File: src/rtl/imem_fetch_ctrl_if.sv
// Fetch, loader and byte-memory signals shared between the fetch controller,
// the PC/fetch stage, the program loader and the instruction memory.
interface imem_fetch_ctrl_if #(
   parameter int WAD        = 16,
   parameter int WD         = 8,
   parameter int DATA_WIDTH = 32
);
   logic                  fetch_req;
   logic [DATA_WIDTH-1:0] fetch_addr;
   logic                  fetch_ready;
   logic [DATA_WIDTH-1:0] instr;
   logic                  instr_valid;

   logic                  load_valid;
   logic [WAD-1:0]        load_addr;
   logic [WD-1:0]         load_data;
   logic                  load_ready;

   logic [WAD-1:0]        mem_addr;
   logic                  mem_we;
   logic [WD-1:0]         mem_wdata;
   logic [WD-1:0]         mem_rdata;

   modport slave (
      input  fetch_req, fetch_addr, load_valid, load_addr, load_data, mem_rdata,
      output fetch_ready, instr, instr_valid, load_ready, mem_addr, mem_we, mem_wdata
   );

   modport master (
      output fetch_req, fetch_addr, load_valid, load_addr, load_data, mem_rdata,
      input  fetch_ready, instr, instr_valid, load_ready, mem_addr, mem_we, mem_wdata
   );
endinterface

File: src/rtl/imem_fetch_ctrl.sv
// Serialises a 32-bit instruction fetch into four byte reads (MSB first) and
// arbitrates the single memory port between fetch and the program loader.
module imem_fetch_ctrl #(
   parameter int WAD        = 16,
   parameter int WD         = 8,
   parameter int DATA_WIDTH = 32
) (
   input  logic               clk,
   input  logic               rst,
   imem_fetch_ctrl_if.slave   bus
);
   typedef enum logic [1:0] {IDLE, ISSUE, DRAIN} state_t;

   localparam logic GRANT_LOAD  = 1'b0;
   localparam logic GRANT_FETCH = 1'b1;

   state_t                state_reg;
   logic [1:0]            cnt_reg;
   logic [WAD-1:0]        base_reg;
   logic [DATA_WIDTH-1:0] shreg_reg;
   logic [DATA_WIDTH-1:0] instr_reg;
   logic                  instr_valid_reg;
   logic                  last_grant_reg;

   logic                  grant_fetch;
   logic                  grant_load;
   logic                  unused_addr_bits;

   assign unused_addr_bits = ^bus.fetch_addr[DATA_WIDTH-1:WAD];

   // Ties go to whichever side was not granted most recently.
   always_comb begin
      grant_fetch = 1'b0;
      grant_load  = 1'b0;
      if (state_reg == IDLE && !rst) begin
         if (bus.fetch_req && (!bus.load_valid || last_grant_reg == GRANT_LOAD))
            grant_fetch = 1'b1;
         else if (bus.load_valid)
            grant_load = 1'b1;
      end
   end

   always_comb begin
      bus.mem_addr  = '0;
      bus.mem_we    = 1'b0;
      bus.mem_wdata = '0;
      if (grant_load) begin
         bus.mem_addr  = bus.load_addr;
         bus.mem_we    = 1'b1;
         bus.mem_wdata = bus.load_data;
      end else if (state_reg == ISSUE) begin
         bus.mem_addr = base_reg + WAD'(cnt_reg);
      end
   end

   assign bus.fetch_ready = grant_fetch;
   assign bus.load_ready  = grant_load;
   assign bus.instr       = instr_reg;
   assign bus.instr_valid = instr_valid_reg;

   always_ff @(posedge clk or posedge rst) begin
      if (rst) begin
         state_reg       <= IDLE;
         cnt_reg         <= 2'd0;
         base_reg        <= '0;
         shreg_reg       <= '0;
         instr_reg       <= '0;
         instr_valid_reg <= 1'b0;
         last_grant_reg  <= GRANT_LOAD;
      end else begin
         instr_valid_reg <= 1'b0;
         case (state_reg)
            IDLE: begin
               if (grant_fetch) begin
                  base_reg       <= bus.fetch_addr[WAD-1:0];
                  cnt_reg        <= 2'd0;
                  state_reg      <= ISSUE;
                  last_grant_reg <= GRANT_FETCH;
               end else if (grant_load) begin
                  last_grant_reg <= GRANT_LOAD;
               end
            end
            ISSUE: begin
               // Read data lags its address by one cycle, so cnt=0 has nothing to capture.
               if (cnt_reg != 2'd0)
                  shreg_reg <= {shreg_reg[DATA_WIDTH-WD-1:0], bus.mem_rdata};
               cnt_reg <= cnt_reg + 2'd1;
               if (cnt_reg == 2'd3)
                  state_reg <= DRAIN;
            end
            DRAIN: begin
               instr_reg       <= {shreg_reg[DATA_WIDTH-WD-1:0], bus.mem_rdata};
               instr_valid_reg <= 1'b1;
               state_reg       <= IDLE;
            end
            default: state_reg <= IDLE;
         endcase
      end
   end
endmodule

File: src/flat_wrapper.sv
// flat-port wrapper written by rule: the top's interface ports become plain ports
module imem_fetch_ctrl_flat 
#(
   parameter int WAD        = 16,
   parameter int WD         = 8,
   parameter int DATA_WIDTH = 32
)
  (clk, rst, bus_fetch_req, bus_fetch_addr, bus_load_valid, bus_load_addr, bus_load_data, bus_mem_rdata, bus_fetch_ready, bus_instr, bus_instr_valid, bus_load_ready, bus_mem_addr, bus_mem_we, bus_mem_wdata);
  imem_fetch_ctrl_if #(.WAD(WAD), .WD(WD), .DATA_WIDTH(DATA_WIDTH)) bus_i ();
  input  logic clk;
  input  logic rst;
  input wire logic [$bits(bus_i.fetch_req)-1:0] bus_fetch_req;
  input wire logic [$bits(bus_i.fetch_addr)-1:0] bus_fetch_addr;
  input wire logic [$bits(bus_i.load_valid)-1:0] bus_load_valid;
  input wire logic [$bits(bus_i.load_addr)-1:0] bus_load_addr;
  input wire logic [$bits(bus_i.load_data)-1:0] bus_load_data;
  input wire logic [$bits(bus_i.mem_rdata)-1:0] bus_mem_rdata;
  output wire logic [$bits(bus_i.fetch_ready)-1:0] bus_fetch_ready;
  output wire logic [$bits(bus_i.instr)-1:0] bus_instr;
  output wire logic [$bits(bus_i.instr_valid)-1:0] bus_instr_valid;
  output wire logic [$bits(bus_i.load_ready)-1:0] bus_load_ready;
  output wire logic [$bits(bus_i.mem_addr)-1:0] bus_mem_addr;
  output wire logic [$bits(bus_i.mem_we)-1:0] bus_mem_we;
  output wire logic [$bits(bus_i.mem_wdata)-1:0] bus_mem_wdata;
  assign bus_i.fetch_req = bus_fetch_req;
  assign bus_i.fetch_addr = bus_fetch_addr;
  assign bus_i.load_valid = bus_load_valid;
  assign bus_i.load_addr = bus_load_addr;
  assign bus_i.load_data = bus_load_data;
  assign bus_i.mem_rdata = bus_mem_rdata;
  assign bus_fetch_ready = bus_i.fetch_ready;
  assign bus_instr = bus_i.instr;
  assign bus_instr_valid = bus_i.instr_valid;
  assign bus_load_ready = bus_i.load_ready;
  assign bus_mem_addr = bus_i.mem_addr;
  assign bus_mem_we = bus_i.mem_we;
  assign bus_mem_wdata = bus_i.mem_wdata;
  imem_fetch_ctrl #(.WAD(WAD), .WD(WD), .DATA_WIDTH(DATA_WIDTH)) u_core (.clk(clk), .rst(rst), .bus(bus_i));
endmodule
File: config.mk
export PLATFORM = sky130hd
export DESIGN_NAME = imem_fetch_ctrl_flat
export DESIGN_NICKNAME = d
export VERILOG_FILES = /design/src/rtl/imem_fetch_ctrl_if.sv /design/src/rtl/imem_fetch_ctrl.sv /design/src/flat_wrapper.sv
export SDC_FILE = /design/constraint.sdc
export NUM_CORES = 1
export LEC_CHECK = 0
export CAP_MARGIN = 10
export CORE_MARGIN = 5
export CORE_UTILIZATION = 40
export CTS_CLUSTER_DIAMETER = 100
export DETAILED_ROUTE_END_ITERATION = 10
export PLACE_DENSITY = 0.81
export SYNTH_ARGS = -nofsm -noshare
export SYNTH_HDL_FRONTEND = slang
export SYNTH_SLANG_ARGS = --single-unit
File: constraint.sdc
create_clock -name clk -period 2.37 [get_ports clk]
set_input_delay 0.474 -clock clk [delete_from_list [all_inputs] [get_ports clk]]
set_output_delay 0.474 -clock clk [all_outputs]
set_load 0.01 [all_outputs]
==> results.toml <==
[logic_synthesis]
syn_avg_cell_area_um2 = 13.2
synth_edf_count = 0
synth_cell_type_count = 41
ys_warn_count = 0
synth_seq_cells = 78
synthFlopType = "dfrtp_1"
ys_seq_area_frac = 0.539
synth-async-reset-ratio = 1.00
synth_nets = 348
netlist_area_um2 = 3620
synthCells = 275

[final_layout]
diodes = 0
final_cell_mix = "clkdlybuf4s50_1, dfrtp_1, mux2_2"
drive_gt1_frac = 0.325
area_delta_synth_final_pct = 48.4
layout.nets = 494
largest_reg_flops = 32
final_cell_area_um2 = 5380
nFillCells = 715
final_common_cell = "clkdlybuf4s50_1"

[worst_setup_path]
critical-path-top-delay-family = "buffers and inverters"
path_class = "reg2out"
critical_path_required_ps = 1900
critical_path.max_fanout = 3
crit_cells = 9
crit_path_max_incr_delay_ps = 450
cp.arrival_ps = 2080
cp.buffers_inverters = 4
cp-start-kind = "flip-flop"
cp_slowest_cell = "dfrtp_2"
worstRegToRegCells = 5
cp_cell_sequence = "buf_6 -> fa_2 -> nand2_4 -> buf_6 -> buf_6 -> nor3_4 -> xnor2_1 -> o21ai_1 -> buf_2"
endpoint_kind = "primary output"
cpMostUsedCell = "buf_6"

[cts]
cts_hold_buf = 0
clk_pin_slew_ps = 80
clock-sinks = 78
numCtsBuffers = 9
tritoncts = "built"
clk_path_buf_depth = 2
clk_latency_ps = 330
htreeDepth = 3
clockRootBuffer = "clkbuf_8"

[timing]
relSlewSlack = 0.620
min_period_ps = 2550
drv_slew = 0
fmax_ghz = 0.392
setup_tns_ps = -911
worst_slew_pin_slew_ps = 569
rsz0062_at_grt = "true"
setup_viol = 12
whs_ps = 485
skew_ps = 13.6
setup_ws_ps = -181
timing.final.hold_violations = 0
period_share = 1.08

[grt]
top_usage_layer = "met2"
grt_start_max_net_pins = 41
grt_use_met3 = 0.0351
gr-usage-met1 = 0.180
grt_antenna_before_repair = 0
grt_pass1_wl_um = 14500
grt.total_usage = 0.158
use_met2 = 0.284
grt-ovfl-total = 0
grt_pass1_vias = 2951

[job]
drv_cap = 0

[worst_hold_path]
hold_path_depth = 1
hp-class = "reg2reg"

[die]
core-area_um2 = 8760
io_pins = 128
die_h_um = 105
rows = 34
die_x_um = 105
dieArea_um2 = 11100
start_util = 0.413

[routing]
dr.pass1.iters = 4
drt-vias-per-instance = 4.95
ant_nets = 0
totalWireLength_um = 8850
vias = 2639
drc = 0
drt_iter0_drc = 61
drt-wirelength-per-cell_um = 16.6

[power_and_ir_drop]
peakVddDrop_v = 0.000664
power.leakage_nw = 2.36
p_total_mw = 6.89
p_per_area_nw_per_um2 = 1280

[placement]
portBuffers = 111
place_area_um2 = 4970
gp_routability_congestion = 0.792
dp_hpwl_um = 6240

[status]
violations = "setup timing"
status = "complete, but fails checks"
## cell families (layout without fill, tap and decap cells)
family,Yosys count,in the layout,synth area share
flops,78,78,0.539
fa+ha+maj,5,5,0.0193
buf+inv,20,170,0.0307
compound gates,19,19,0.0321
simple gates,67,67,0.113
xor+xnor,10,10,0.0242
mux,76,76,0.242
## per-stage QoR
stage | instances | util | setup slack, ps
final | 533 | 0.614 | -181
after global routing | 533 | 0.614 | -259
after CTS | 531 | 0.607 | -197
after detailed placement | 502 | 0.568 | -312
after global placement | 502 | 0.568 | -276
after floorplan | 275 | - | 329
## cells in the mapped netlist (all sizes together), types with 2 or more instances
cell,number,share of area
xnor2,9,0.022
buf,12,0.022
mux2,72,0.23
a21oi,2,0.0038
nor2b,2,0.0035
nor2,6,0.0083
nor4,4,0.011
nand3,6,0.013
clkbuf,2,0.0021
mux2i,4,0.011
dfrtp,78,0.54
nand4,4,0.013
nand2b,3,0.0052
inv,6,0.0062
ha,4,0.014
a22o,2,0.0048
and2,13,0.022
o21ai,12,0.018
nand2,22,0.023
nor3,5,0.010
## where the power goes
part / internal, mW / switching (mW) / leakage, nW
logic: 1.96 / 1.44 / 1.35
registers: 2.01 / 0.509 / 0.928
clock network: 0.511 / 0.456 / 0.0887
total: 4.48 / 2.41 / 2.36
## repair_timing
action / 4_1_cts / 5_1_grt
pin swaps: 14 / 12
setup buffers: 14 / 3
setup endpoints to repair: 27 / 21
resized for setup: 102 / 14
gates cloned: 0 / 0
## routing by layer
layer	part of all wire	vias to the layer above	wire, um
met5	0	-	0
met4	0.021	0	184
met3	0.034	14	304
met2	0.54	51	4820
met1	0.40	1322	3540
li1	-	1252	-
## final timing paths
path	startpoint	to	slack, ps
max	u_core.base_reg[1]	bus_mem_addr[10]	-180
min in group asynchronous	rst	u_core.last_grant_reg	700
min	u_core.shreg_reg[19]	u_core.bus.instr[27]	480
max in group asynchronous	rst	u_core.bus.instr[20]	1070
min reg2reg	u_core.shreg_reg[19]	u_core.bus.instr[27]	480
max reg2reg	u_core.state_reg[1]	u_core.shreg_reg[23]	440
## layout make-up
type / count / area, um2 / area share
flip-flops and latches: 78 / 1960 / 0.364
multi-input cells: 177 / 1690 / 0.315
repair buffers: 149 / 1370 / 0.255
clock buffers: 12 / 145 / 0.0270
well taps: 108 / 135 / 0.0251
clock inverters: 3 / 45.0 / 0.00838
inverters: 6 / 26.3 / 0.00489
No activity file was read; power rests on OpenSTA's default activity.
